===== src/rtl/pipe_stage_buf.sv =====
// pipe_stage_buf: valid/ready pipeline stage register with flush, bubble masking, optional 2-entry skid and stall counter
module pipe_stage_buf #(
    parameter int DATA_W   = 160,
    parameter int CTRL_W   = 12,
    parameter int SKID     = 1,
    parameter int CLR_DATA = 0,
    parameter int CNT_W    = 16
) (
    input  logic              clk,
    input  logic              reset,
    input  logic              flush,
    input  logic              in_valid,
    output logic              in_ready,
    input  logic [CTRL_W-1:0] in_ctrl,
    input  logic [DATA_W-1:0] in_data,
    output logic              out_valid,
    input  logic              out_ready,
    output logic [CTRL_W-1:0] out_ctrl,
    output logic [DATA_W-1:0] out_data,
    output logic [1:0]        occupancy,
    output logic [CNT_W-1:0]  stall_cnt
);
    typedef enum logic [1:0] {EMPTY = 2'd0, ONE = 2'd1, FULL = 2'd2} state_t;
    state_t             r_state, w_state_nxt;
    logic               r_rdy;
    logic [CTRL_W-1:0]  r_head_ctrl, r_skid_ctrl;
    logic [DATA_W-1:0]  r_head_data, r_skid_data;
    logic [CNT_W-1:0]   r_stall;
    logic               w_in_fire, w_out_fire, w_load_head, w_load_skid, w_skid_to_head;
    assign out_valid  = r_state != EMPTY;
    assign in_ready   = (SKID != 0) ? r_rdy : (!out_valid || out_ready);
    assign out_ctrl   = out_valid ? r_head_ctrl : '0;
    assign out_data   = r_head_data;
    assign occupancy  = r_state;
    assign stall_cnt  = r_stall;
    assign w_in_fire  = in_valid && in_ready;
    assign w_out_fire = out_valid && out_ready;
    // Next state and load strobes; FULL is only reachable with the skid enabled, flush overrides everything
    always_comb begin
        w_state_nxt    = r_state;
        w_load_head    = 1'b0;
        w_load_skid    = 1'b0;
        w_skid_to_head = 1'b0;
        unique case (r_state)
            EMPTY: begin
                w_state_nxt = w_in_fire ? ONE : EMPTY;
                w_load_head = w_in_fire;
            end
            ONE: begin
                if (w_in_fire && (w_out_fire || SKID == 0)) begin
                    w_load_head = 1'b1;
                end else if (w_in_fire) begin
                    w_state_nxt = FULL;
                    w_load_skid = 1'b1;
                end else if (w_out_fire) begin
                    w_state_nxt = EMPTY;
                end
            end
            FULL: begin
                w_state_nxt    = w_out_fire ? ONE : FULL;
                w_skid_to_head = w_out_fire;
            end
            default: w_state_nxt = EMPTY;
        endcase
        if (flush) begin
            w_state_nxt    = EMPTY;
            w_load_head    = 1'b0;
            w_load_skid    = 1'b0;
            w_skid_to_head = 1'b0;
        end
    end
    // State register; in_ready for the skid variant is registered from the next state
    always_ff @(posedge clk or posedge reset) begin
        if (reset) begin
            r_state <= EMPTY;
            r_rdy   <= 1'b0;
        end else begin
            r_state <= w_state_nxt;
            r_rdy   <= w_state_nxt != FULL;
        end
    end
    // Head and skid payload; flush clears control, and data only when CLR_DATA is set
    always_ff @(posedge clk or posedge reset) begin
        if (reset) begin
            r_head_ctrl <= '0;
            r_head_data <= '0;
            r_skid_ctrl <= '0;
            r_skid_data <= '0;
        end else begin
            if (w_load_head) begin
                r_head_ctrl <= in_ctrl;
                r_head_data <= in_data;
            end else if (w_skid_to_head) begin
                r_head_ctrl <= r_skid_ctrl;
                r_head_data <= r_skid_data;
            end
            if (w_load_skid) begin
                r_skid_ctrl <= in_ctrl;
                r_skid_data <= in_data;
            end
            if (flush) begin
                r_head_ctrl <= '0;
                r_skid_ctrl <= '0;
                if (CLR_DATA != 0) begin
                    r_head_data <= '0;
                    r_skid_data <= '0;
                end
            end
        end
    end
    // Saturating count of back-pressured cycles, untouched by flush
    always_ff @(posedge clk or posedge reset) begin
        if (reset) r_stall <= '0;
        else if (out_valid && !out_ready && !(&r_stall)) r_stall <= r_stall + CNT_W'(1);
    end
endmodule

===== config.mk =====
export PLATFORM = sky130hd
export DESIGN_NAME = pipe_stage_buf
export DESIGN_NICKNAME = d
export VERILOG_FILES = /design/src/rtl/pipe_stage_buf.sv
export SDC_FILE = /design/constraint.sdc
export NUM_CORES = 1
export LEC_CHECK = 0
export CORE_UTILIZATION = 30
export CTS_CLUSTER_SIZE = 20
export DETAILED_ROUTE_END_ITERATION = 8
export PLACE_DENSITY = 0.64
export REMOVE_ABC_BUFFERS = 1
export SYNTH_ARGS = -nofsm -noshare
export SYNTH_HDL_FRONTEND = slang
export SYNTH_SLANG_ARGS = --single-unit
export TNS_END_PERCENT = 10

===== constraint.sdc =====
create_clock -name clk -period 19.3 [get_ports clk]
set_input_delay 3.86 -clock clk [delete_from_list [all_inputs] [get_ports clk]]
set_output_delay 3.86 -clock clk [all_outputs]
set_load 0.02 [all_outputs]

==> results.toml, run 1 <==
[outcome]
status = "finished clean"

[floorplanning]
coreArea_um2 = 47900
die_h_um = 223
die_area_um2 = 49700
row_count = 80
die_w_um = 223
io_pins = 369
start_util = 0.305

[drt]
drt-total-wl_um = 43000
viasPerCell = 4.83
post_drt_wl_per_cell_um = 17.0
drc = 0
postRouteAntennaNets = 0
vias = 12200
drtIter0Drc = 868
dr.pass1.iters = 5

[critical_path]
start_kind = "primary input"
slowest_delay_ps = 880
path_delay_family = "buffers and inverters"
worstSetupPathType = "in -> reg"
required_ps = 19780
path_max_fanout = 82
arrival_ps = 7430
cp-end-kind = "flip-flop"
path_buf_inv = 3
slowest_stage = "buf_4"
cp_cell_sequence = "clkdlybuf4s50_1, nand2b_1, nor3_2, buf_4, buf_4, nand2_1, nand2_1"

[yosys]
synthesis.area_um2 = 14600
synth_seq_cells = 363
ys_warn_count = 0
yosysSeqAreaShare = 0.620
ys_types = 40
syn_inst = 1562
synth_area_per_cell_um2 = 9.38

[cts]
htreeDepth = 2
clk_latency_ps = 550
postCtsSetupRepairBufs = 0
numCtsBuffers = 41
ctsHoldBuffers = 0
cts_resized = 0
cts.path.max_buffers = 3
cts_sinks = 363
clk_pin_slew_ps = 60
cts-root-buf = "clkbuf_16"
cts_tree = "built"

[flow_run]
max_cap_violations = 0

[global_route]
overflow = 0
antenna_found_initial = 2
grt_pass1_vias = 12400
grt_pass1_wl_um = 68900
grt_use_total = 0.173
grt_max_degree = 173

[sta]
fin_crit_ps = 6950
rsz0062_at_grt = "no"
post-route-period-util = 0.360
finalSetupTns_ps = 0
finalHoldViolCount = 0
max_freq_mhz = 144
hold_ws_ps = 471
tightest_slew_ps = 1210
drv_slew = 0
setup_violations = 0
relSlewSlack = 0.193
finalClockSkew_ps = 11.7

[layout]
final_common_cell = "nand2_1"
fin_util = 0.421
area_delta_synth_final_pct = 37.9
layout_common_cells = "817 x nand2_1, 368 x clkdlybuf4s50_1, 363 x dfrtp_1"
drive_above_1_share = 0.0438
fin_cells = 2533
nNetsFinal = 2066

[power_and_ir_drop]
peakVddDrop_mv = 0.0563
p_per_area_nw_per_um2 = 114
total_power_w = 0.00231
leakagePower_nw = 9.74

[place]
dp_cells = 2460
portBuffers = 368
gp_congestion = 0.825
hpwl_um = 26200

[worst_hold_path]
min_path_type = "reg -> reg"
==> cell usage after synthesis, drive strengths merged <==
cell type,instances,share of area
and4,2,0.0012
and3,2,0.00085
buf,50,0.017
and2,3,0.0013
and4bb,1,0.00085
nand2,817,0.21
mux2,3,0.0023
nand3b,1,0.00051
a21oi,8,0.0027
ha,1,0.00085
clkbuf,46,0.012
o211ai,1,0.00051
o21ai,16,0.0055
dfrtp,363,0.62
o21bai,1,0.00051
nand2b,1,0.00043
or2,1,0.00043
nor2,4,0.0010
a31oi,3,0.0023
a2bb2oi,12,0.0072
inv,7,0.0018
mux2i,2,0.0014
nor3,3,0.0014
nor2b,14,0.0060
nand4,5,0.0021
o2111a,1,0.00077
nand3,9,0.0031
a22o,12,0.0072
or3,2,0.00085
a22oi,160,0.082
o22a,1,0.00060
and3b,1,0.00060
xnor2,8,0.0048
o2111ai,1,0.00060
==> routing by layer <==
metal | wire length (um) | global-route usage | vias to the layer above
li1 | - | - | 5751
met4 | 1520 | 0.0761 | 0
met5 | 0 | 0 | -
met2 | 19800 | 0.271 | 410
met3 | 2840 | 0.0415 | 81
met1 | 18900 | 0.228 | 6001
==> registers in the layout, indices dropped and copies added (netlist names) <==
signal / cells
out_data: 160
in_ready: 1
stall_cnt: 16
r_head_ctrl: 12
r_skid_ctrl: 12
r_skid_data: 160
occupancy: 2
==> area by class of cell <==
| cell class | count | area (um^2) |
|---|---|---|
| fill | 4583 | 27800 |
| sequential | 363 | 9080 |
| multi-input combinational | 1096 | 5140 |
| timing repair buffer | 379 | 3790 |
| clock buffer | 60 | 1230 |
| tap | 615 | 769 |
| clock inverter | 11 | 134 |
| inverter | 7 | 33.8 |
| antenna | 2 | 5.00 |
==> metrics by stage <==
step	cell area, um^2	setup slack, ps
final	20200	12350
after global routing	20200	12030
after CTS	20200	12310
after detailed placement	18800	11740
after global placement	18800	11810
after floorplan	14200	5360
==> where the power goes <==
| group | switching (W) | total (W) | internal, W |
|---|---|---|---|
| clock network | 0.000308 | 0.000788 | 0.000480 |
| logic | 0.000269 | 0.000496 | 0.000227 |
| registers | 0.000101 | 0.00103 | 0.000925 |
==> worst min-delay path, cell delays in order, from the launching register on <==
cell and delay [ps]:
dfrtp_1 330, nand2_1 50, nand2_1 60
==> logic make-up (layout without fill, tap and decap cells) <==
family / Yosys count / in the layout / synth area share
compound gates: 216 / 216 / 0.110
other cells: 0 / 2 / 0
mux: 5 / 5 / 0.00367
flops: 363 / 363 / 0.620
buf+inv: 103 / 457 / 0.0305
fa+ha+maj: 1 / 1 / 0.000854
xor+xnor: 8 / 8 / 0.00478
simple gates: 866 / 866 / 0.230
==> worst paths after layout <==
check / slack [ps] / cells past startpoint / start / end
max: 12350 / 7 / out_ready / r_skid_data[23]
min: 470 / 2 / out_data[48] / out_data[48]
max reg2reg: 15870 / 6 / occupancy[1] / r_skid_data[23]
min reg2reg: 470 / 2 / out_data[48] / out_data[48]
max in group asynchronous: 13140 / 4 / reset / out_data[98]
min in group asynchronous: 3860 / 2 / reset / out_data[45]
Note: power is estimated with default switching activity, not from simulation.
==> inputs of run 2 (changes only) <==
PLACE_DENSITY = 0.66   (was 0.64)
clock period = 6 ns   (was 19.3 ns; I/O delays follow)
==> run 2 against run 1 <==
Compared with the run above:
- register-to-register slack got worse by 13000 ps
- worst setup slack got worse by 10000 ps
- count of clock-buffer cells in the layout decreased by 4
- clock skew increased by 1.3 ps
- highest routed layer is now met5
==> results.toml, run 2 (same netlist as run 1, synthesis figures left out) <==
[outcome]
status = "finished clean"

[global_route]
grt_pass1_vias = 12600
top_usage_layer = "met2"
grt_pass1_wl_um = 68000
grt_use_total = 0.171
grt.met1_usage = 0.214
use_met2 = 0.271
overflow = 0
grt_max_degree = 161
antenna_found_initial = 4
grtUsageMet3 = 0.0539

[cts]
cts_sinks = 363
clk_latency_ps = 560
htreeDepth = 2
cts_resized = 0
clk_pin_slew_ps = 60
cts-root-buf = "clkbuf_16"
ctsHoldBuffers = 0
cts_tree = "built"
numCtsBuffers = 42
cts.path.max_buffers = 3
postCtsSetupRepairBufs = 0

[sta]
post-route-period-util = 0.618
setup_violations = 0
rsz0062_at_grt = "no"
max_freq_mhz = 270
fin_crit_ps = 3710
finalClockSkew_ps = 13.0
tightest_slew_ps = 1270
finalHoldViolCount = 0
relSlewSlack = 0.153
setup_slack_ps = 2290
drv_slew = 0

[drt]
post_drt_wl_per_cell_um = 16.8
vias = 12300
postRouteAntennaNets = 0
drc = 0
viasPerCell = 4.82
dr.pass1.iters = 5
drt-total-wl_um = 42600
drtIter0Drc = 920

[worst_hold_path]
min_path_type = "reg -> reg"
min_to = "out_data[16]"
min_from = "r_skid_data[16]"
hold_path_depth = 2

[critical_path]
reg2reg_slack_ps = 3280
start_kind = "flip-flop"
arrival_ps = 2510
r2r_start = "occupancy[0]"
path_max_fanout = 14
reg2reg_depth = 5
worstSetupPathType = "reg -> out"
reg2reg_to = "r_skid_data[150]"
required_ps = 4800
cp-end-kind = "output port"

[floorplanning]
die_area_um2 = 49700
start_util = 0.305
row_count = 80
coreArea_um2 = 47900
die_h_um = 223
io_pins = 369
die_w_um = 223

[layout]
fin_cells = 2540
layout_common_cells = "817 x nand2_1, 368 x clkdlybuf4s50_1, 363 x dfrtp_1"
final_common_cell = "nand2_1"
nNetsFinal = 2068
drive_above_1_share = 0.0473
area_delta_synth_final_pct = 39.8

[place]
hpwl_um = 26300
gp_congestion = 0.794
portBuffers = 368
dp_cells = 2461
place_ws_ps = 2030

[power_and_ir_drop]
peakVddDrop_mv = 0.196
p_per_area_nw_per_um2 = 379
leakagePower_nw = 9.85

[flow_run]
max_cap_violations = 0
## run 2: how the worst max path moves through the flow
stage                            end         start  cells past startpoint
floorplan                   in_ready         reset                      1
global placement       out_data[131]         flush                      6
detailed placement  r_skid_data[150]     out_ready                      6
CTS                      out_ctrl[1]  occupancy[1]                      3
global route             out_ctrl[1]  occupancy[0]                      3
finish                   out_ctrl[9]  occupancy[0]                      3
## run 2: routing by layer
metal / vias up / part of all wire / routed length, um
li1: 5756 / - / -
met1: 6009 / 0.42 / 17900
met2: 395 / 0.46 / 19800
met3: 89 / 0.080 / 3420
met4: 2 / 0.034 / 1440
met5: - / 0.00031 / 13
## run 2: through the flow
step	cell area (um^2)	total power, W	utilization	hold slack (ps)	setup TNS (ps)
6_report	20500	0.00775	0.427	468	0
5_1_grt	20500	0.00814	0.427	490	0
4_1_cts	20500	0.00786	0.427	473	0
3_5_place_dp	18900	0.00495	0.394	462	0
3_3_place_gp	18900	0.00489	0.394	456	0
2_1_floorplan	14200	0.00411	-	447	-3501930
## run 2: where the power goes
part           total, W  internal (W)  switching, W
logic           0.00160      0.000737      0.000862
clock network   0.00285       0.00180       0.00104
registers       0.00330       0.00298      0.000328
total           0.00775       0.00552       0.00223
## run 2: area by class of cell
class / instances / area (um^2)
diodes: 3 / 7.51
clock buffers: 56 / 1210
clock inverters: 20 / 342
fillers: 4595 / 27500
inverters: 7 / 33.8
multi-input cells: 1096 / 5140
flip-flops and latches: 363 / 9080
well taps: 615 / 769
repair buffers: 380 / 3890
## run 2: worst max-delay path, cell delays in order, from the launching register on
cell,delay [ps]
dfrtp_1,480
nor2_1,730
nor2b_1,150
clkdlybuf4s50_1,580
